### src/rtl/sram_record_writer.sv
// sram_record_writer
//   Record-path SRAM writer for the audio recorder. While the top-level FSM is
//   in RECORD, each 16-bit sample pulsed in by the I2S receiver is written to
//   the next SRAM address, starting at 0. Every write has three phases:
//   setup (address/data driven, WE_N high), strobe (WE_N low), hold (WE_N high).
//   The address of the last committed sample is published for the playback reader.
//
// Parameters
//   MAX_ADDR            highest SRAM address the writer may use
// Ports
//   i_clk               system clock (12 MHz)
//   i_rst_n             asynchronous active-low reset
//   i_state [2:0]       top FSM state: 000 IDLE, 001 PLAY, 010 RECORD, 011 PAUSE
//                       (other codes behave as IDLE)
//   i_write_enable      one-cycle sample strobe from I2S
//   i_write_data [15:0] PCM sample, valid with i_write_enable
//   SRAM_ADDR [19:0]    SRAM address
//   o_sram_dq [15:0]    SRAM write data
//   o_sram_dq_oe        DQ tristate enable
//   o_sram_ctrl [4:0]   {WE_N, CE_N, OE_N, LB_N, UB_N}
//   o_write_done        one-cycle pulse when a sample is committed
//   o_record_end_addr   address of the last committed sample
//   o_mem_full          set once MAX_ADDR has been written
//   o_overrun           sticky dropped-sample flag (only with SRAM_WR_OVERRUN_EN)
//
// Build option
//   SRAM_WR_OVERRUN_EN  adds the o_overrun port and its sticky logic.

module sram_record_writer #(
    parameter logic [19:0] MAX_ADDR = 20'hFFFFF
) (
    input  logic        i_clk,
    input  logic        i_rst_n,
    input  logic [2:0]  i_state,
    input  logic        i_write_enable,
    input  logic [15:0] i_write_data,
    output logic [19:0] SRAM_ADDR,
    output logic [15:0] o_sram_dq,
    output logic        o_sram_dq_oe,
    output logic [4:0]  o_sram_ctrl,
    output logic        o_write_done,
    output logic [19:0] o_record_end_addr,
    output logic        o_mem_full
`ifdef SRAM_WR_OVERRUN_EN
    ,
    output logic        o_overrun
`endif
);

    localparam logic [2:0] ST_RECORD = 3'b010;
    localparam logic [2:0] ST_PAUSE  = 3'b011;

    typedef enum logic [1:0] {
        W_IDLE,
        W_SETUP,
        W_STROBE,
        W_HOLD
    } wstate_e;

    wstate_e     state_q, state_d;
    logic        rec_or_pause_q, rec_or_pause_d;
    logic [19:0] addr_q, addr_d;
    logic [15:0] dq_q, dq_d;
    logic        oe_q, oe_d;
    logic        we_n_q, we_n_d;
    logic        done_q, done_d;
    logic [19:0] end_addr_q, end_addr_d;
    logic        full_q, full_d;
`ifdef SRAM_WR_OVERRUN_EN
    logic        ovr_q, ovr_d;
`endif

    logic in_record;
    logic new_rec;
    logic accept;

    always_comb begin
        in_record = (i_state == ST_RECORD);
        // A recording only restarts when RECORD is entered from something other
        // than RECORD/PAUSE; resuming from PAUSE keeps the address running.
        new_rec   = in_record && !rec_or_pause_q;
        // The full flag is being cleared by a new recording in this same cycle,
        // so a pulse coinciding with it is still taken.
        accept    = (state_q == W_IDLE) && i_write_enable && in_record &&
                    (new_rec || !full_q);

        rec_or_pause_d = in_record || (i_state == ST_PAUSE);
        state_d        = state_q;
        addr_d         = addr_q;
        dq_d           = dq_q;
        end_addr_d     = end_addr_q;
        full_d         = full_q;
`ifdef SRAM_WR_OVERRUN_EN
        ovr_d          = ovr_q;
`endif

        unique case (state_q)
            W_IDLE:   if (accept) state_d = W_SETUP;
            W_SETUP:  state_d = W_STROBE;
            W_STROBE: state_d = W_HOLD;
            W_HOLD:   state_d = W_IDLE;
            default:  state_d = W_IDLE;
        endcase

        if (accept)
            dq_d = i_write_data;

        // End address becomes visible together with the done pulse (HOLD).
        if (state_q == W_STROBE)
            end_addr_d = addr_q;

        // Advance at the end of HOLD; the last address is never left.
        if (state_q == W_HOLD) begin
            if (addr_q == MAX_ADDR)
                full_d = 1'b1;
            else
                addr_d = addr_q + 20'd1;
        end

        if (new_rec) begin
            addr_d     = '0;
            end_addr_d = '0;
            full_d     = 1'b0;
`ifdef SRAM_WR_OVERRUN_EN
            ovr_d      = 1'b0;
`endif
        end

`ifdef SRAM_WR_OVERRUN_EN
        // Only a busy writer counts as an overrun; a full memory drops silently.
        if (i_write_enable && in_record && (state_q != W_IDLE))
            ovr_d = 1'b1;
`endif

        // Output flops are loaded from the next state so every pin is registered
        // yet lines up with the FSM phase.
        oe_d   = (state_d != W_IDLE);
        we_n_d = (state_d != W_STROBE);
        done_d = (state_d == W_HOLD);
    end

    always_ff @(posedge i_clk or negedge i_rst_n) begin
        if (!i_rst_n) begin
            state_q        <= W_IDLE;
            rec_or_pause_q <= 1'b0;
            addr_q         <= '0;
            dq_q           <= '0;
            oe_q           <= 1'b0;
            we_n_q         <= 1'b1;
            done_q         <= 1'b0;
            end_addr_q     <= '0;
            full_q         <= 1'b0;
        end else begin
            state_q        <= state_d;
            rec_or_pause_q <= rec_or_pause_d;
            addr_q         <= addr_d;
            dq_q           <= dq_d;
            oe_q           <= oe_d;
            we_n_q         <= we_n_d;
            done_q         <= done_d;
            end_addr_q     <= end_addr_d;
            full_q         <= full_d;
        end
    end

`ifdef SRAM_WR_OVERRUN_EN
    always_ff @(posedge i_clk or negedge i_rst_n) begin
        if (!i_rst_n) ovr_q <= 1'b0;
        else          ovr_q <= ovr_d;
    end
    assign o_overrun = ovr_q;
`endif

    assign SRAM_ADDR         = addr_q;
    assign o_sram_dq         = dq_q;
    assign o_sram_dq_oe      = oe_q;
    // CE_N and LB_N/UB_N stay active, OE_N stays inactive: only WE_N toggles.
    assign o_sram_ctrl       = {we_n_q, 4'b0100};
    assign o_write_done      = done_q;
    assign o_record_end_addr = end_addr_q;
    assign o_mem_full        = full_q;

endmodule

### config.mk
export PLATFORM = sky130hd
export DESIGN_NAME = sram_record_writer
export DESIGN_NICKNAME = d
export VERILOG_FILES = /design/src/rtl/sram_record_writer.sv
export SDC_FILE = /design/constraint.sdc
export NUM_CORES = 1
export LEC_CHECK = 0
export BUFFER_PORTS_ARGS = -buffer_cell sky130_fd_sc_hd__buf_2
export CORE_ASPECT_RATIO = 0.6
export CORE_MARGIN = 4
export CORE_UTILIZATION = 30
export DETAILED_ROUTE_END_ITERATION = 8
export GPL_TIMING_DRIVEN = 0
export HOLD_SLACK_MARGIN = 0.05
export PLACE_DENSITY = 0.55
export SLEW_MARGIN = 40
export SYNTH_ARGS = -nofsm -noshare
export SYNTH_HDL_FRONTEND = slang
export SYNTH_SLANG_ARGS = --single-unit
### constraint.sdc
create_clock -name i_clk -period 3.3 [get_ports i_clk]
set_input_delay 0.66 -clock i_clk [delete_from_list [all_inputs] [get_ports i_clk]]
set_output_delay 0.66 -clock i_clk [all_outputs]
set_load 0.01 [all_outputs]
### Word level (Yosys, flattened, before mapping)

Cells that the tools add are included.
W data, S select, Z words.

* logic and storage cells: 44
* flip-flop bits (word level): 63
* input port bits: 22
* output and inout port bits: 64

* muxes and demuxes: 10
* reduce and logical (&&, ||, !) cells: 15
* add/subtract/negate cells: 1
* equality and inequality tests: 9

Operators by type and width (count)
* $mux W20: 5
* $add A20 B1 Y20 const B: 1
* $eq A20 B20 Y1 const B: 1
* $pmux W2 S4: 1
* $reduce_bool A2 Y1: 4
* $eq A2 B2 Y1 const B: 3
* $eq A3 B2 Y1 const B: 2
* $logic_and A1 B1 Y1: 4
* $ne A2 B2 Y1 const B: 2
* $reduce_and A2 Y1: 2
* $mux W1: 3
* $eq A2 B1 Y1 const B: 1
* $logic_not A1 Y1: 2
* $logic_not A2 Y1: 1
* $logic_or A1 B1 Y1: 2
* $mux W2: 1

### Longest topological paths before layout

Gate-level depths: netlist (run 1).

* depth in word-level cells: 7
* gate-level depth with buffers: 7
* gate-level depth less buffers: 6

### Least setup slack after synthesis (run 1)

No wires, ideal clock.

* path type: input to register
* start: in i_state[1]
* end: reg oe_q, in the netlist o_sram_dq_oe
* path buffers: 1
* data arrival time: 1881 ps
* data required time: 3173 ps
* setup time: 127 ps
* slack: 1292 ps
* cell stages on the path: 6
* cells stage by stage: nor2b_1 > nor2b_1 > nand4_1 > clkbuf_1 > nand2_1 > or2_2

* cells in the longest elaborated chain, start to end: 7
* elaborated cells on any way between the ends: 8
* those cells by class: eq/ne: 1; mux: 2; reduce/logical: 5

Ends and longest elaborated chain
* from (decl): line 34 `input logic [2:0] i_state,`
* $eq A3 B2 Y1 (*): line 78 `in_record = (i_state == ST_RECORD);`
* $logic_and A1 B1 Y1: line 81 `new_rec = in_record && !rec_or_pause_q;`
* $logic_or A1 B1 Y1: line 85 `(new_rec || !full_q);`
* $logic_and A1 B1 Y1 (*): line 84 `accept = (state_q == W_IDLE) && i_write_enable && in_record &&`
* $mux W2 (*): line 98 `W_IDLE: if (accept) state_d = W_SETUP;`
* $pmux W2 S4 (*): line 97 `unique case (state_q)`
* via state_d[0]: line 60 `wstate_e state_q, state_d;`
* $reduce_bool A2 Y1 (*): line 137 `oe_d = (state_d != W_IDLE);`
* via oe_d: line 64 `logic oe_q, oe_d;`
* to (signal assigned): line 148 `oe_q <= 1'b0;`
* to (signal assigned): line 158 `oe_q <= oe_d;`
* to (decl): line 64

Mark *: on every way through the listed nets, which the timed path passes. The rest lies on a longest branch.
A chain may end at the register's enable or synchronous reset.

### Final worst setup path (run 1)

* start: reg addr_q[1], in the netlist SRAM_ADDR[1]
* end: reg addr_q[10], in the netlist SRAM_ADDR[10]

* cells in the longest elaborated chain, start to end: 4
* elaborated cells on any way between the ends: 7
* those cells by class: add/sub: 1; eq/ne: 2; mux: 3; reduce/logical: 1

Ends and longest elaborated chain
* from (decl): line 62 `logic [19:0] addr_q, addr_d;`
* from (signal assigned): line 156 `addr_q <= addr_d;`
* $add A20 B1 Y20: line 117 `addr_d = addr_q + 20'd1;`
* $mux W20: line 114 `if (addr_q == MAX_ADDR)`
* $mux W20: line 113 `if (state_q == W_HOLD) begin`
* $mux W20: line 120 `if (new_rec) begin`

Parallel ways exist; a longest one is shown, timed or not. The select of a mux whose other input is x is not followed.

==> results of run 1 <==
stage by stage:
stage          std cells  utilization (%)  setup WS (ps)  hold slack [ps]  area, um2
5_1_grt              478             40.2            815              255       3680
4_1_cts              478             40.2           1040              237       3680
3_3_place_gp         461             37.0            938              483       3380
2_1_floorplan        250                -           1290              364       2820
6_report             478             40.2            978              244       3680
3_5_place_dp         462             37.2            878              489       3410
state kept, by name (all words and copies together), names as in the netlist:
name and count:
o_sram_dq 16, SRAM_ADDR 20, state_q 2, o_write_done 1, o_sram_dq_oe 1, o_mem_full 1
we_n_q 1, o_record_end_addr 20, rec_or_pause_q 1
cells by family (layout without fill, tap and decap cells):
group,after synthesis,count (layout),share of synthesized area [%]
xor gates and xnor gates,16,16,4.99
muxes,39,39,14.6
AOI/OAI and AO/OA,20,20,4.63
other,2,4,0.267
and+or+nand+nor,79,79,13.1
DFF,63,63,56.2
buffers and inverters,24,122,3.97
adders and majority gates,5,5,2.23
path summary, 6_finish.rpt:
check | start | to | slack (ps) | depth (start not counted)
max | SRAM_ADDR[1]$_DFFE_PN0P_ | SRAM_ADDR[10]$_DFFE_PN0P_ | 980 | 6
max in group asynchronous | i_rst_n | we_n_q$_DFF_PN1_ | 2470 | 2
min | i_rst_n | SRAM_ADDR[5]$_DFFE_PN0P_ | 240 | 1
max reg2reg | SRAM_ADDR[1]$_DFFE_PN0P_ | SRAM_ADDR[10]$_DFFE_PN0P_ | 980 | 6
min in group i_clk | i_state[2] | rec_or_pause_q$_DFF_PN0_ | 490 | 2
min reg2reg | o_sram_dq[15]$_DFFE_PN0P_ | o_sram_dq[15]$_DFFE_PN0P_ | 500 | 1
power groups by stage:
stage | registers (mW) | logic (mW) | clock network (mW)
4_1_cts | 1.06 | 0.741 | 0.896
2_1_floorplan | 1.14 | 0.374 | 0
5_1_grt | 1.08 | 0.799 | 0.932
3_5_place_dp | 1.07 | 0.741 | 0
6_report | 1.06 | 0.723 | 0.861
3_3_place_gp | 1.06 | 0.730 | 0
per-layer routing:
| metal | up-vias | track usage, % | share of wire (%) |
|---|---|---|---|
| met1 | 973 | 17.5 | 49 |
| met2 | 84 | 16.7 | 39 |
| met5 | - | 0 | 0 |
| met4 | 0 | 5.09 | 0.76 |
| li1 | 1028 | - | - |
| met3 | 4 | 7.38 | 11 |
worst register-to-register path, cell delays in order, from the launching register on:
cell and delay, ps:
dfrtp_1 440, ha_1 250, nand3_1 100, nor3_1 400, clkbuf_1 420, nand3_1 360
a21oi_1 260
cells in the final DEF, fill, tap and decap left out, types with 8 or more instances in the layout:
cell type / synthesis / layout
buf_2: 2 / 82
clkbuf_1: 9 / 10
clkbuf_16: 0 / 9
dfrtp_1: 62 / 62
mux2_2: 16 / 16
mux2i_1: 23 / 23
nand2_1: 14 / 14
nand3_1: 8 / 8
nor2_1: 35 / 35
xnor2_1: 11 / 11
final cells by class:
type                            instances  area share (%)
Buffer                                 18            2.41
Clock buffer                           12            6.97
Clock inverter                          4           0.544
Inverter                                6           0.612
Multi-Input combinational cell        163            30.6
Sequential cell                        63            42.8
Tap cell                              130            4.42
Timing Repair Buffer                   82            11.6
==> impl_metrics.env, run 1 <==
export IMPL_gp_congestion=0.806
export IMPL_register_area_um2=1580
export IMPL_hp_class="in -> async"
export IMPL_rsz0062_at_grt="no"
export IMPL_clkTransAtPathRegs_ps=50
export IMPL_cts_buffers=9
export IMPL_switchingPower_mw=0.800
export IMPL_startpoint_type="flop"
export IMPL_synth_commonest_cells="dfrtp_1, nor2_1, mux2i_1, mux2_2, nand2_1"
export IMPL_seq_area_frac_synth_pct=56.2
export IMPL_criticalPathCategory="reg -> reg"
export IMPL_drt_first_pass_iters=4
export IMPL_cts_setup_buffers=0
export IMPL_clkLatencyLatePin_ps=330
export IMPL_initial_core_util_pct=30.7
export IMPL_grtUsageTotal_pct=12.9
export IMPL_dr_total_vias=2089
export IMPL_finalHoldViolCount=0
export IMPL_port_buffers=81
export IMPL_area_growth_pct=31.1
export IMPL_die_width_um=133
export IMPL_vdd_drop_max_uv=378
export IMPL_syn_inst=248
export IMPL_grt_pass1_wl_mm=11.2
export IMPL_num_antenna_cells=0
export IMPL_p_int_mw=1.84
export IMPL_power_frac_seq_pct=40.1
export IMPL_dr_first_iter_drc_count=49
export IMPL_cp_top_family="simple AND/OR/NAND/NOR gates"
export IMPL_grt_max_degree=39
export IMPL_pin_count=86
export IMPL_endpoint_kind="flop"
export IMPL_cts_tree="built"
export IMPL_synth_most_common_cell="dfrtp_1"
export IMPL_timing_fmax_mhz=431
export IMPL_yosysTopAreaCellShare_pct=55.3
export IMPL_relSlewSlack_pct=43.2
export IMPL_slowest_delay_ps=440
export IMPL_finalSetupViolCount=0
export IMPL_die_area_um2=11000
export IMPL_fillers=940
export IMPL_drive_above_1_share_pct=35.6
export IMPL_critPathMaxFanout=10
export IMPL_path_cells="ha_1 > nand3_1 > nor3_1 > clkbuf_1 > nand3_1 > a21oi_1"
export IMPL_cts_hold_buf=0
export IMPL_drc_errors=0
export IMPL_fin_crit_sh_pct=70.4
export IMPL_yosys_warnings=0
export IMPL_cts_resized=0
export IMPL_multiInputGateArea_um2=1130
export IMPL_p_leak_nw=1.89
export IMPL_drt_wl_total_mm=6.70
export IMPL_via_per_inst=4.37
export IMPL_synth_area_top_cells="dfrtp_1, mux2i_1, mux2_2, nor2_1, xnor2_1"
export IMPL_crit_slowest_cell="dfrtp_1"
export IMPL_cts_sinks=63
export IMPL_synth_area_um2=2810
export IMPL_overflow=0
export IMPL_drtAntennaViolNets=0
export IMPL_grt_pass1_vias=2125
export IMPL_path_buf_inv=1
export IMPL_fp_coreArea_um2=9160
export IMPL_root_buffer="clkbuf_16"
export IMPL_crit_path_frequent_cell="nand3_1"
export IMPL_grt_antenna_before_repair=0
export IMPL_cts_buffer_depth=2
export IMPL_synth_seq_cells=63
export IMPL_synthArstFlopShare_pct=100
export IMPL_crit_arrival_ps=2560
export IMPL_fin_tns_setup_ps=0
export IMPL_ys_types=34
export IMPL_period_needed_ps=2320
export IMPL_nets=370
export IMPL_synth_edf_count=0
export IMPL_power_share_clock_pct=32.6
export IMPL_wire_per_inst_um=14.0
export IMPL_tightest_slew_ps=852
export IMPL_cp_required_ps=3540
export IMPL_power_density_nw_per_um2=718
export IMPL_outcome="complete, no violations"
export IMPL_num_rows=27
export IMPL_power_mw=2.64
export IMPL_synth_top_area_cell="dfrtp_1"
export IMPL_switching_share_pct=30.3
export IMPL_pwr_share_comb_pct=27.4
export IMPL_synth_flop_cell="dfrtp_1"
export IMPL_cts_htree_levels=3
export IMPL_final_max_slew_viol_count=0
export IMPL_drv_cap=0
export IMPL_dp_hpwl_mm=4.91
export IMPL_syn_area_per_cell_um2=11.3
export IMPL_die_h_um=82.9
export IMPL_fin_skew_ps=5.68
No activity file was read; power rests on OpenSTA's default activity.
==> run 2, diff against run 1 <==
clock period = 2.35 ns   (was 3.3 ns; I/O delays follow)
==> impl_metrics.env, run 2 (same netlist as run 1, synthesis figures left out) <==
export IMPL_wire_per_inst_um=14.0
export IMPL_rr_worst_depth=6
export IMPL_cts_buffer_depth=2
export IMPL_cp_required_ps=2590
export IMPL_switching_share_pct=30.3
export IMPL_final_max_slew_viol_count=0
export IMPL_dr_total_vias=2099
export IMPL_power_frac_seq_pct=40.1
export IMPL_final_common_cell="buf_2"
export IMPL_endpoint="SRAM_ADDR[10]$_DFFE_PN0P_"
export IMPL_port_buffers=81
export IMPL_grt_pass1_wl_mm=11.2
export IMPL_fin_cells=479
export IMPL_vdd_drop_max_uv=531
export IMPL_drv_cap=0
export IMPL_via_per_inst=4.38
export IMPL_hp_class="in -> reg"
export IMPL_p_leak_nw=1.89
export IMPL_outcome="complete, no violations"
export IMPL_pwr_share_comb_pct=27.4
export IMPL_die_width_um=133
export IMPL_dp_hpwl_mm=4.91
export IMPL_tightest_slew_ps=852
export IMPL_period_needed_ps=2180
export IMPL_root_buffer="clkbuf_16"
export IMPL_slowest_delay_ps=440
export IMPL_grt_max_degree=39
export IMPL_drt_first_pass_iters=4
export IMPL_crit_path_start="SRAM_ADDR[1]$_DFFE_PN0P_"
export IMPL_fin_tns_setup_ps=0
export IMPL_path_cells="ha_1 > nand3_1 > nor3_1 > clkbuf_2 > nand3_1 > a21oi_1"
export IMPL_startpoint_type="flop"
export IMPL_die_h_um=82.9
export IMPL_crit_path_frequent_cell="nand3_1"
export IMPL_crit_arrival_ps=2420
export IMPL_die_area_um2=11000
export IMPL_num_rows=27
export IMPL_drt_wl_total_mm=6.70
export IMPL_clkTransAtPathRegs_ps=50
export IMPL_mostFrequentLayoutCells="buf_2, dfrtp_1, nor2_1, mux2i_1, mux2_2"
export IMPL_dr_first_iter_drc_count=56
export IMPL_grt_pass1_vias=2127
export IMPL_power_density_nw_per_um2=1010
export IMPL_relSlewSlack_pct=43.2
export IMPL_fp_coreArea_um2=9160
export IMPL_timing_fmax_mhz=459
export IMPL_power_share_clock_pct=32.5
export IMPL_p_int_mw=2.59
export IMPL_r2r_start="SRAM_ADDR[1]$_DFFE_PN0P_"
export IMPL_crit_slowest_cell="dfrtp_1"
export IMPL_timing_reg2reg_setup_slack_ps=170
export IMPL_cts_sinks=63
export IMPL_endpoint_kind="flop"
export IMPL_drive_above_1_share_pct=35.8
export IMPL_cts_buffers=9
export IMPL_initial_core_util_pct=30.7
export IMPL_fin_crit_sh_pct=92.8
export IMPL_criticalPathCategory="reg -> reg"
export IMPL_switchingPower_mw=1.12
export IMPL_cts_htree_levels=3
export IMPL_drc_errors=0
export IMPL_area_growth_pct=31.6
export IMPL_pin_count=86
export IMPL_fin_skew_ps=5.68
export IMPL_finalSetupViolCount=0
export IMPL_critPathMaxFanout=10
export IMPL_overflow=0
export IMPL_rsz0062_at_grt="no"
export IMPL_rr_endpoint="SRAM_ADDR[10]$_DFFE_PN0P_"
export IMPL_grt_antenna_before_repair=0
export IMPL_placedCellCount=462
export IMPL_grtUsageTotal_pct=12.9
export IMPL_finalHoldViolCount=0
export IMPL_nets=371
export IMPL_gp_congestion=0.806
export IMPL_num_antenna_cells=0
export IMPL_drtAntennaViolNets=0
export IMPL_clkLatencyLatePin_ps=330
export IMPL_cts_tree="built"
run 2: final cells by class:
type	instances	area, um2
multi-input cells	163	1130
well taps	130	163
plain buffers	18	90.1
flip-flops and latches	63	1580
clock buffers	12	256
inverters	6	22.5
repair buffers	83	438
clock inverters	4	20.0
fillers	938	5460
run 2: worst min-delay path by stage:
stage                              startpoint  slack (ps)  cells after the start                                end
floorplan                             i_rst_n         170                      0           SRAM_ADDR[0]$_DFFE_PN0P_
global placement    o_sram_dq[10]$_DFFE_PN0P_         480                      1          o_sram_dq[10]$_DFFE_PN0P_
detailed placement                    i_rst_n         410                      1  o_record_end_addr[13]$_DFFE_PN0P_
CTS                                i_state[2]         290                      2           rec_or_pause_q$_DFF_PN0_
global route                       i_state[2]         290                      2           rec_or_pause_q$_DFF_PN0_
finish                             i_state[2]         300                      2           rec_or_pause_q$_DFF_PN0_
run 2: per-stage QoR:
step	hold WS, ps	utilization (%)	power [mW]	setup slack [ps]	area (um2)
floorplan	174	-	2.12	408	2820
global placement	483	37.0	2.52	156	3380
detailed placement	405	37.2	2.54	118	3410
CTS	290	40.3	3.79	85.2	3690
global route	295	40.3	3.95	37.6	3690
finish	299	40.3	3.71	170	3690
run 2: worst max-delay path, delay by kind of cell, from the launching register on:
kind / cells / cell delay (ps)
AND/OR/NAND/NOR: 3 / 810
flip-flops: 1 / 440
buffers and inverters: 1 / 320
AO/OA/AOI/OAI: 1 / 260
adder cells (fa/ha/maj): 1 / 250
run 2: repair_timing:
item / 4_1_cts / 5_1_grt
hold endpoints to repair: 9 / 0
hold buffers: 1 / 0
resized for setup: 0 / 2
buffers inserted: 0 / 0
endpoints found under the setup margin: 0 / 7
run 2: power by group through the flow:
stage	logic, mW	clock network [mW]	registers (mW)
after global placement	1.03	0	1.49
final	1.02	1.21	1.49
after global routing	1.12	1.31	1.52
after floorplan	0.525	0	1.60
after CTS	1.04	1.26	1.49
after detailed placement	1.04	0	1.50
run 2: layer usage:
layer	global-route usage, %	part of all wire [%]
met4	5.09	0.76
met1	17.6	49
met3	7.32	10
met5	0	0
met2	16.7	39
